--- src/rtl/axis_pattern_gen_if.sv ---
// AXI4-Stream video bundle between the pattern generator and the LCD stage.
interface axis_pattern_gen_if;
    logic [31:0] axis_tdata;
    logic        axis_tvalid;
    logic        axis_tready;
    logic        axis_tuser;
    logic        axis_tlast;
    logic [3:0]  axis_tstrb;

    modport master (
        output axis_tdata, axis_tvalid, axis_tuser, axis_tlast, axis_tstrb,
        input  axis_tready
    );

    modport slave (
        input  axis_tdata, axis_tvalid, axis_tuser, axis_tlast, axis_tstrb,
        output axis_tready
    );
endinterface

--- src/rtl/axis_pattern_gen.sv ---
// AXI4-Stream test-pattern source: colour bars, ramp, checkerboard, solid colour.
// Define AXIS_PATGEN_CHECKER_EN to build the checkerboard; otherwise pattern 2 is solid.
module axis_pattern_gen #(
    parameter int          H_ACT     = 480,
    parameter int          V_ACT     = 272,
    parameter logic [23:0] SOLID_RGB = 24'hFF0000
) (
    input  logic                       axis_aclk,
    input  logic                       axis_aresetn,
    input  logic                       enable,
    input  logic [1:0]                 pattern_sel,
    output logic                       frame_done,
    axis_pattern_gen_if.master         m_axis
);

    localparam logic [11:0] X_LAST  = 12'(H_ACT - 1);
    localparam logic [11:0] Y_LAST  = 12'(V_ACT - 1);
    localparam logic [11:0] BX_LAST = 12'(H_ACT / 8 - 1);

    typedef enum logic {S_IDLE = 1'b0, S_ACTIVE = 1'b1} state_t;

    state_t      r_state, w_state_nxt;
    logic [11:0] r_x, r_y, r_bx;
    logic [2:0]  r_bar;
    logic [23:0] r_idx;
    logic [1:0]  r_pat;
    logic [31:0] r_tdata;
    logic        r_tvalid, r_tuser, r_tlast, r_frame_done;
    logic [3:0]  r_tstrb;

    logic        w_xfer, w_last_px, w_start, w_adv, w_stop;
    logic [11:0] w_nx, w_ny, w_nbx;
    logic [2:0]  w_nbar;
    logic [23:0] w_nidx, w_rgb;
    logic [1:0]  w_npat;

    function automatic logic [23:0] f_bar_rgb(input logic [2:0] bar);
        case (bar)
            3'd0:    return 24'hFFFFFF;
            3'd1:    return 24'hFFFF00;
            3'd2:    return 24'h00FFFF;
            3'd3:    return 24'h00FF00;
            3'd4:    return 24'hFF00FF;
            3'd5:    return 24'hFF0000;
            3'd6:    return 24'h0000FF;
            default: return 24'h000000;
        endcase
    endfunction

    assign w_xfer    = r_tvalid & m_axis.axis_tready;
    assign w_last_px = (r_x == X_LAST) && (r_y == Y_LAST);

    always_ff @(posedge axis_aclk or negedge axis_aresetn) begin
        if (!axis_aresetn) r_state <= S_IDLE;
        else               r_state <= w_state_nxt;
    end

    // enable only matters in IDLE and on the final pixel of a frame
    always_comb begin
        w_state_nxt = r_state;
        case (r_state)
            S_IDLE:   if (enable) w_state_nxt = S_ACTIVE;
            S_ACTIVE: if (w_xfer && w_last_px && !enable) w_state_nxt = S_IDLE;
            default:  w_state_nxt = S_IDLE;
        endcase
    end

    always_comb begin
        w_start = 1'b0;
        w_adv   = 1'b0;
        w_stop  = 1'b0;
        case (r_state)
            S_IDLE: w_start = enable;
            S_ACTIVE: begin
                if (w_xfer) begin
                    if (w_last_px) begin
                        w_start = enable;
                        w_stop  = !enable;
                    end else begin
                        w_adv = 1'b1;
                    end
                end
            end
            default: ;
        endcase
    end

    // coordinates and counters of the pixel to be presented next
    always_comb begin
        w_nx   = r_x;
        w_ny   = r_y;
        w_nbx  = r_bx;
        w_nbar = r_bar;
        w_nidx = r_idx;
        w_npat = r_pat;
        if (w_start) begin
            w_nx   = '0;
            w_ny   = '0;
            w_nbx  = '0;
            w_nbar = '0;
            w_nidx = '0;
            w_npat = pattern_sel;
        end else if (w_adv) begin
            w_nidx = r_idx + 24'd1;
            if (r_x == X_LAST) begin
                w_nx   = '0;
                w_ny   = r_y + 12'd1;
                w_nbx  = '0;
                w_nbar = '0;
            end else begin
                w_nx = r_x + 12'd1;
                if (r_bx == BX_LAST) begin
                    w_nbx  = '0;
                    w_nbar = r_bar + 3'd1;
                end else begin
                    w_nbx = r_bx + 12'd1;
                end
            end
        end
    end

    always_comb begin
        w_rgb = SOLID_RGB;
        case (w_npat)
            2'd0: w_rgb = f_bar_rgb(w_nbar);
            2'd1: w_rgb = w_nidx;
`ifdef AXIS_PATGEN_CHECKER_EN
            2'd2: w_rgb = (w_nx[5] ^ w_ny[5]) ? 24'h000000 : 24'hFFFFFF;
`endif
            default: w_rgb = SOLID_RGB;
        endcase
    end

    // output register stage: beat is loaded only on start or after a transfer
    always_ff @(posedge axis_aclk or negedge axis_aresetn) begin
        if (!axis_aresetn) begin
            r_x          <= '0;
            r_y          <= '0;
            r_bx         <= '0;
            r_bar        <= '0;
            r_idx        <= '0;
            r_pat        <= '0;
            r_tdata      <= '0;
            r_tvalid     <= 1'b0;
            r_tuser      <= 1'b0;
            r_tlast      <= 1'b0;
            r_tstrb      <= 4'h0;
            r_frame_done <= 1'b0;
        end else begin
            r_frame_done <= w_xfer & w_last_px;
            if (w_start || w_adv) begin
                r_x      <= w_nx;
                r_y      <= w_ny;
                r_bx     <= w_nbx;
                r_bar    <= w_nbar;
                r_idx    <= w_nidx;
                r_pat    <= w_npat;
                r_tdata  <= {8'h00, w_rgb};
                r_tvalid <= 1'b1;
                r_tuser  <= w_start;
                r_tlast  <= (w_nx == X_LAST);
                r_tstrb  <= 4'hF;
            end else if (w_stop) begin
                r_x      <= '0;
                r_y      <= '0;
                r_bx     <= '0;
                r_bar    <= '0;
                r_idx    <= '0;
                r_tdata  <= '0;
                r_tvalid <= 1'b0;
                r_tuser  <= 1'b0;
                r_tlast  <= 1'b0;
                r_tstrb  <= 4'h0;
            end
        end
    end

    assign m_axis.axis_tdata  = r_tdata;
    assign m_axis.axis_tvalid = r_tvalid;
    assign m_axis.axis_tuser  = r_tuser;
    assign m_axis.axis_tlast  = r_tlast;
    assign m_axis.axis_tstrb  = r_tstrb;
    assign frame_done         = r_frame_done;

endmodule

--- src/flat_wrapper.sv ---
// flat-port wrapper written by rule: the top's interface ports become plain ports
module axis_pattern_gen_flat 
#(
    parameter int          H_ACT     = 480,
    parameter int          V_ACT     = 272,
    parameter logic [23:0] SOLID_RGB = 24'hFF0000
)
  (axis_aclk, axis_aresetn, enable, pattern_sel, frame_done, m_axis_axis_tdata, m_axis_axis_tvalid, m_axis_axis_tuser, m_axis_axis_tlast, m_axis_axis_tstrb, m_axis_axis_tready);
  axis_pattern_gen_if m_axis_i ();
  input  logic axis_aclk;
  input  logic axis_aresetn;
  input  logic enable;
  input  logic [1:0] pattern_sel;
  output logic frame_done;
  output wire logic [$bits(m_axis_i.axis_tdata)-1:0] m_axis_axis_tdata;
  output wire logic [$bits(m_axis_i.axis_tvalid)-1:0] m_axis_axis_tvalid;
  output wire logic [$bits(m_axis_i.axis_tuser)-1:0] m_axis_axis_tuser;
  output wire logic [$bits(m_axis_i.axis_tlast)-1:0] m_axis_axis_tlast;
  output wire logic [$bits(m_axis_i.axis_tstrb)-1:0] m_axis_axis_tstrb;
  input wire logic [$bits(m_axis_i.axis_tready)-1:0] m_axis_axis_tready;
  assign m_axis_axis_tdata = m_axis_i.axis_tdata;
  assign m_axis_axis_tvalid = m_axis_i.axis_tvalid;
  assign m_axis_axis_tuser = m_axis_i.axis_tuser;
  assign m_axis_axis_tlast = m_axis_i.axis_tlast;
  assign m_axis_axis_tstrb = m_axis_i.axis_tstrb;
  assign m_axis_i.axis_tready = m_axis_axis_tready;
  axis_pattern_gen #(.H_ACT(H_ACT), .V_ACT(V_ACT), .SOLID_RGB(SOLID_RGB)) u_core (.axis_aclk(axis_aclk), .axis_aresetn(axis_aresetn), .enable(enable), .pattern_sel(pattern_sel), .frame_done(frame_done), .m_axis(m_axis_i));
endmodule
--- config.mk ---
export PLATFORM = sky130hd
export DESIGN_NAME = axis_pattern_gen_flat
export DESIGN_NICKNAME = d
export VERILOG_FILES = /design/src/rtl/axis_pattern_gen_if.sv /design/src/rtl/axis_pattern_gen.sv /design/src/flat_wrapper.sv
export SDC_FILE = /design/constraint.sdc
export NUM_CORES = 1
export LEC_CHECK = 0
export ABC_AREA = 1
export BUFFER_PORTS_ARGS = -buffer_cell sky130_fd_sc_hd__buf_2
export CORE_MARGIN = 2
export CORE_UTILIZATION = 45
export DETAILED_ROUTE_END_ITERATION = 12
export HOLD_SLACK_MARGIN = 0.02
export MAX_ROUTING_LAYER = met4
export SLEW_MARGIN = 20
export SYNTH_ARGS = -nofsm -noshare
export SYNTH_HDL_FRONTEND = slang
export SYNTH_SLANG_ARGS = --single-unit
--- constraint.sdc ---
create_clock -name axis_aclk -period 2.5 [get_ports axis_aclk]
set_input_delay 0.5 -clock axis_aclk [delete_from_list [all_inputs] [get_ports axis_aclk]]
set_output_delay 0.5 -clock axis_aclk [all_outputs]
set_load 0.02 [all_outputs]
Word level (Yosys, flattened, before mapping)

Cells that the tools add are included.

Register bits after elaboration: 106
Logic and storage cells: 91
Output and inout bits: 40
Bits of input ports: 6

Muxes and demuxes: 47
Equality and inequality tests: 13
Reductions and logical operators: 10
$add $sub $neg: 5
Bitwise operators: 3

Operator list:

| cell                                           | count |
|---|---|
| 2-to-1 mux 12 bit                              | 14 |
| one-hot mux 24 bit (7 select lines)            | 1 |
| 2-to-1 mux 24 bit                              | 4 |
| 2-to-1 mux 32 bit                              | 2 |
| one-hot mux 24 bit (2 select lines)            | 1 |
| adder 12 x 1 -> 12 bit, second input constant  | 3 |
| == test 12 x 9 -> 1 bit, second input constant | 3 |
| adder 24 x 1 -> 24 bit, second input constant  | 1 |
| 2-to-1 mux 3 bit                               | 6 |
| 2-to-1 mux 1 bit                               | 14 |
| == test 12 x 6 -> 1 bit, second input constant | 1 |
| == test 3 bit, second input constant           | 3 |
| 2-to-1 mux 4 bit                               | 2 |
| == test 3 x 2 -> 1 bit, second input constant  | 2 |
| != test 3 x 1 -> 1 bit, second input constant  | 2 |
| one-hot mux 1 bit (2 select lines)             | 2 |
| adder 3 x 1 -> 3 bit, second input constant    | 1 |
| == test 3 x 1 -> 1 bit, second input constant  | 1 |
| logical AND 1 bit                              | 3 |
| zero test 3 bit                                | 1 |
| AND reduction 3 bit                            | 1 |
| bitwise AND 1 bit                              | 2 |
| == test 2 x 1 -> 1 bit, second input constant  | 1 |
| zero test 2 bit                                | 1 |
| 6 further kinds                                | 6 |

Logic depth before layout (Yosys ltp)

Depth in word-level cells: 11
Gate-level depth with buffers: 16
Mapped depth without buffers: 15

Least setup slack after synthesis

Ideal clock, no wire load.

Kind: register to register
Start point: register u_core.r_x[0]
End point: register u_core.r_tdata[5] (netlist: u_core.m_axis.axis_tdata[5])
Path buffers: 2
Slack: 0.545 ns
Clock period less this slack: 1.955 ns
Arrival: 1.839 ns
Library setup time: 0.117 ns
Stages on the path, launching flop included: 17
Data required time: 2.383 ns
Cells stage by stage: dfrtp_1 > ha_1 > nand2_2 > nor2_4 > nand2_2 > nor2_4 > nand3_4 > nand2_4 > nand2_2 > buf_6 > nand2_4 > nand2_4 > buf_6 > nand3_1 > nand2_1 > nand2_1 > nand2_1

Word-level cells in the longest chain between the ends: 11
Elaborated cells between the ends (all ways): 31
Those cells by class: eq/ne (8); mux (18); reduce/logical (5)

RTL lines:

| element                                     | RTL line                                        | RTL |
|---|---|---|
| from (decl)                                 | axis_pattern_gen.sv:23                          | `logic [11:0] r_x, r_y, r_bx;` |
| from (signal assigned)                      | axis_pattern_gen.sv:152                         | `r_x <= w_nx;` |
| == test 12 x 9 -> 1 bit (*)                 | axis_pattern_gen.sv:51, axis_pattern_gen.sv:105 |  |
| logical AND 1 bit                           | axis_pattern_gen.sv:51                          | `assign w_last_px = (r_x == X_LAST) && (r_y == Y_LAST);` |
| 2-to-1 mux 1 bit                            | axis_pattern_gen.sv:76                          | `if (w_last_px) begin` |
| 2-to-1 mux 1 bit                            | axis_pattern_gen.sv:75                          | `if (w_xfer) begin` |
| 2-to-1 mux 1 bit                            | axis_pattern_gen.sv:72                          | `case (r_state)` |
| 2-to-1 mux 3 bit                            | axis_pattern_gen.sv:103                         | `end else if (w_adv) begin` |
| 2-to-1 mux 3 bit                            | axis_pattern_gen.sv:96                          | `if (w_start) begin` |
| == test 3 bit, or another cell as far along | axis_pattern_gen.sv:38                          | `case (bar)` |
| one-hot mux 24 bit (7 select lines)         | axis_pattern_gen.sv:38                          |  |
| one-hot mux 24 bit (2 select lines)         | axis_pattern_gen.sv:124                         | `case (w_npat)` |
| 2-to-1 mux 32 bit                           | axis_pattern_gen.sv:151                         | `if (w_start \|\| w_adv) begin` |
| to (signal assigned)                        | axis_pattern_gen.sv:158                         | `r_tdata <= {8'h00, w_rgb};` |
| to (decl)                                   | axis_pattern_gen.sv:27                          | `logic [31:0] r_tdata;` |

Mark *: on every way between the ends. The rest lies on a longest branch, timed or not.
A chain may end at the register's enable or synchronous reset.

Worst setup path in the final report

Start point: register u_core.r_y[0]
End point: register u_core.r_tdata[18] (netlist: u_core.m_axis.axis_tdata[18])

Word-level cells in the longest chain between the ends: 11
Elaborated cells between the ends (all ways): 30
Those cells by class: eq/ne (8); mux (17); reduce/logical (5)

RTL lines:

| element                                     | RTL line                | RTL |
|---|---|---|
| from (decl)                                 | axis_pattern_gen.sv:23  |  |
| from (signal assigned)                      | axis_pattern_gen.sv:153 | `r_y <= w_ny;` |
| == test 12 x 9 -> 1 bit (*)                 | axis_pattern_gen.sv:51  |  |
| logical AND 1 bit (*)                       | axis_pattern_gen.sv:51  |  |
| 2-to-1 mux 1 bit                            | axis_pattern_gen.sv:76  |  |
| 2-to-1 mux 1 bit                            | axis_pattern_gen.sv:75  |  |
| 2-to-1 mux 1 bit                            | axis_pattern_gen.sv:72  |  |
| 2-to-1 mux 3 bit                            | axis_pattern_gen.sv:103 |  |
| 2-to-1 mux 3 bit                            | axis_pattern_gen.sv:96  |  |
| == test 3 bit, or another cell as far along | axis_pattern_gen.sv:38  |  |
| one-hot mux 24 bit (7 select lines)         | axis_pattern_gen.sv:38  |  |
| one-hot mux 24 bit (2 select lines)         | axis_pattern_gen.sv:124 |  |
| 2-to-1 mux 32 bit                           | axis_pattern_gen.sv:151 |  |

Marked as above.

==> out/summary.txt <==
Fmax achieved: 0.439 GHz
die area: 13,600 um2
DR WL/cell: 14.2 um
setup repair bufs after CTS: 0
Post-synth EDFFs: 0
Static Leakage: 0.00320 uW
post-cts resize count: 0
Synth top area share: 41.1%
Area Overhead vs Synth: 12.4%
CTS Buf Count: 9
Synth Warn #: 0
pin count of the biggest net entering global routing: 54
max-cap violations: 0
total routed wirelength: 14,400 um
routability cong.: 0.918
GRT Total Usage: 23.2%
switching power: 2700 uW
clk_skew: 0.0108 ns
Post-Syn Area: 5720 um2
Worst path slowest cell: dfrtp_1
Final setup viols: 0
crit share post-route: 91.1%
CTS sink count: 94
RSZ-0062 raised after global routing: no
fin crit period: 2.28 ns
Gate power share: 40.2%
CP cell instances: ha_1 > inv_1 > nor2_1 > nand3_1 > nor2_4 > nand3_4 > nand2_4 > nand2_2 > buf_4 > nand2_4 > nand2_8 > nand2_1 > nand3_4 > nand3_1
Syn Area/Cell: 7.18 um2
Worst Path Arrival: 2.57 ns
chip height: 117 um
Crit Path Category: reg2reg
Post-CTS Hold Buffers: 0
vias in the first global route: 4,756
delay-heaviest family, CP: simple AND/OR/NAND/NOR gates
critical path fanouts, max: 26
IO Port Bufs: 37
Net Sw Frac: 43.1%
drt first pass iters: 5
Synth Instances: 797
clk buf depth: 2
setup TNS: 0 ns
initial antenna violation count: 0
Worst-Skew Late Latency: 0.35 ns
root buffer cell: clkbuf_16
global route overflow: 0
DRC Markers: 0
Initial Utilization: 45.7%
status: finished, final reports clean
vias per cell: 5.07
Slew headroom: 63.6%
Cells after DPL: 1,000
share of cells above drive strength 1: 12.2%
Clock Power Share: 21.5%
Max Slew Vio Count: 0
Worst-Margin Slew: 0.547 ns
critical path buffer and inverter count: 2
DR iter-0 viols: 389
Core ar.: 12,500 um2
routed via count: 5,161
Top Ports: 46
CTS tree: built
crit path from: u_core.r_y[0]
sequential share of the synthesized area: 41.1%
first-pass GRT wire length: 24,000 um
Int Power: 3560 uW
final hold vios: 0
clk slew on worst S/H paths: 0.07 ns
Main synth FF type: dfrtp_1
min-delay worst type: in2async
top post-synthesis cells by area: dfrtp_1 (41%), nand2_1 (16%), nand3_1 (7.9%)
post-synth top area cell: dfrtp_1
Yosys cell types: 41
die width: 117 um
Worst R2R Start: u_core.r_y[0]
Async S/R FF share, synth: 100%
pwr/cell area: 974 nW/um2
peak supply drop: 0.000547 V
htree depth: 3
post-detail-place hpwl: 10,600 um
Critical Path Source Type: register
Reg power frac: 38.3%
Worst path max stage delay: 0.39 ns
WHS: 0.130 ns
std cell rows: 41
Final Non-Filler Cells: 1,017
Setup crit end kind: register
flops & latches, synth: 94
antenna-violating nets left: 0
CP required: 2.79 ns
Layout Nets: 850
## path summary, 6_finish.rpt
check,to,slack (ns),cells past startpoint
min reg2reg,u_core.m_axis.axis_tdata[4],0.48,2
max in group asynchronous,u_core.r_idx[14],1.68,2
min,u_core.r_bx[8],0.13,1
max reg2reg,u_core.m_axis.axis_tdata[18],0.22,14
max,u_core.m_axis.axis_tdata[18],0.22,14
min in group axis_aclk,u_core.r_state,0.45,3
## state kept, by name, summed over array words and instances, names as in the netlist, 2 cells and up
name,flops
u_core.r_bar,3
u_core.r_bx,12
u_core.r_idx,24
u_core.r_x,12
u_core.r_y,12
u_core.r_pat,2
u_core.m_axis.axis_tdata,24
## metal layers
layer  global-route usage [%]  wire [um]  vias to the layer above
met5                        -          0                        -
met4                     7.06        227                        0
met3                     3.48        631                       18
met2                     33.1       6310                      130
met1                     33.9       7240                     2395
li1                         -          -                     2618
## cell usage after synthesis (4+ instances only)
library cell / count
nor4_1: 4
nand4_1: 13
inv_1: 89
nand2_1: 251
dfrtp_1: 94
nand3_2: 6
nor3_1: 17
o22ai_1: 6
xor2_1: 19
nor2_4: 4
o21ai_0: 31
o21bai_1: 5
a21oi_1: 18
clkbuf_1: 6
buf_2: 9
nor2_1: 71
buf_4: 15
ha_1: 5
nand2_2: 7
nand3_1: 90
## power by group through the flow
stage / Combinational, uW / Clock (uW) / Sequential [uW]
floorplan: 1620 / 0 / 2540
global placement: 2470 / 0 / 2410
detailed placement: 2500 / 0 / 2410
CTS: 2510 / 1370 / 2390
global route: 2830 / 1450 / 2470
finish: 2520 / 1340 / 2400
## kinds of logic (layout without fill, tap and decap cells)
kind of cell | Yosys count | after routing | share of synthesized area (%)
and+or+nand+nor | 474 | 474 | 36.8
DFF | 94 | 94 | 41.1
other | 1 | 9 | 0.0656
buffers and inverters | 127 | 167 | 9.91
xor gates and xnor gates | 22 | 22 | 3.37
muxes | 1 | 1 | 0.175
adders and majority gates | 5 | 5 | 1.09
AOI/OAI and AO/OA | 73 | 73 | 7.48
## placed cells by master (no fill, tap or decap), types with 2 or more instances in the layout
master / netlist / final
ha_1: 5 / 5
a311oi_1: 2 / 2
clkinvlp_4: 0 / 3
nor2_2: 1 / 2
xnor2_1: 3 / 3
inv_1: 89 / 89
nor2_4: 4 / 4
inv_2: 2 / 2
o21bai_1: 5 / 5
buf_2: 9 / 36
nand2_2: 7 / 6
nand3_2: 6 / 4
nor2_1: 71 / 70
conb_1: 1 / 8
buf_4: 15 / 23
nand3_1: 90 / 90
a21oi_1: 18 / 18
clkbuf_8: 0 / 2
o21ai_0: 31 / 31
dfrtp_1: 94 / 94
nand3_4: 1 / 3
nor3_1: 17 / 17
o22ai_1: 6 / 6
o21a_1: 2 / 2
a32o_1: 3 / 3
nand3b_1: 3 / 3
nor4_1: 4 / 4
nand4_1: 13 / 13
nand2_4: 3 / 3
clkbuf_16: 0 / 9
o2bb2ai_1: 2 / 2
nand2_1: 251 / 251
xor2_1: 19 / 19
## layout make-up
type                       count  area (um2)
antenna                        1        2.50
clock buffer                  12         256
clock inverter                 4        31.3
fill                        1264        6090
inverter                      91         342
multi-input combinational    583        2860
sequential                    94        2350
tap                          172         215
timing repair buffer          60         373
## per-stage QoR
| step | worst slack [ns] | instance area (um2) | utilization (%) | total power [uW] |
|---|---|---|---|---|
| floorplan | 0.545 | 5750 | - | 4170 |
| global placement | 0.216 | 6110 | 48.8 | 4880 |
| detailed placement | 0.137 | 6110 | 48.8 | 4910 |
| CTS | 0.139 | 6400 | 51.1 | 6280 |
| global route | 0.0227 | 6430 | 51.4 | 6750 |
| finish | 0.222 | 6430 | 51.4 | 6260 |
Note: power is estimated with default switching activity, not from simulation.
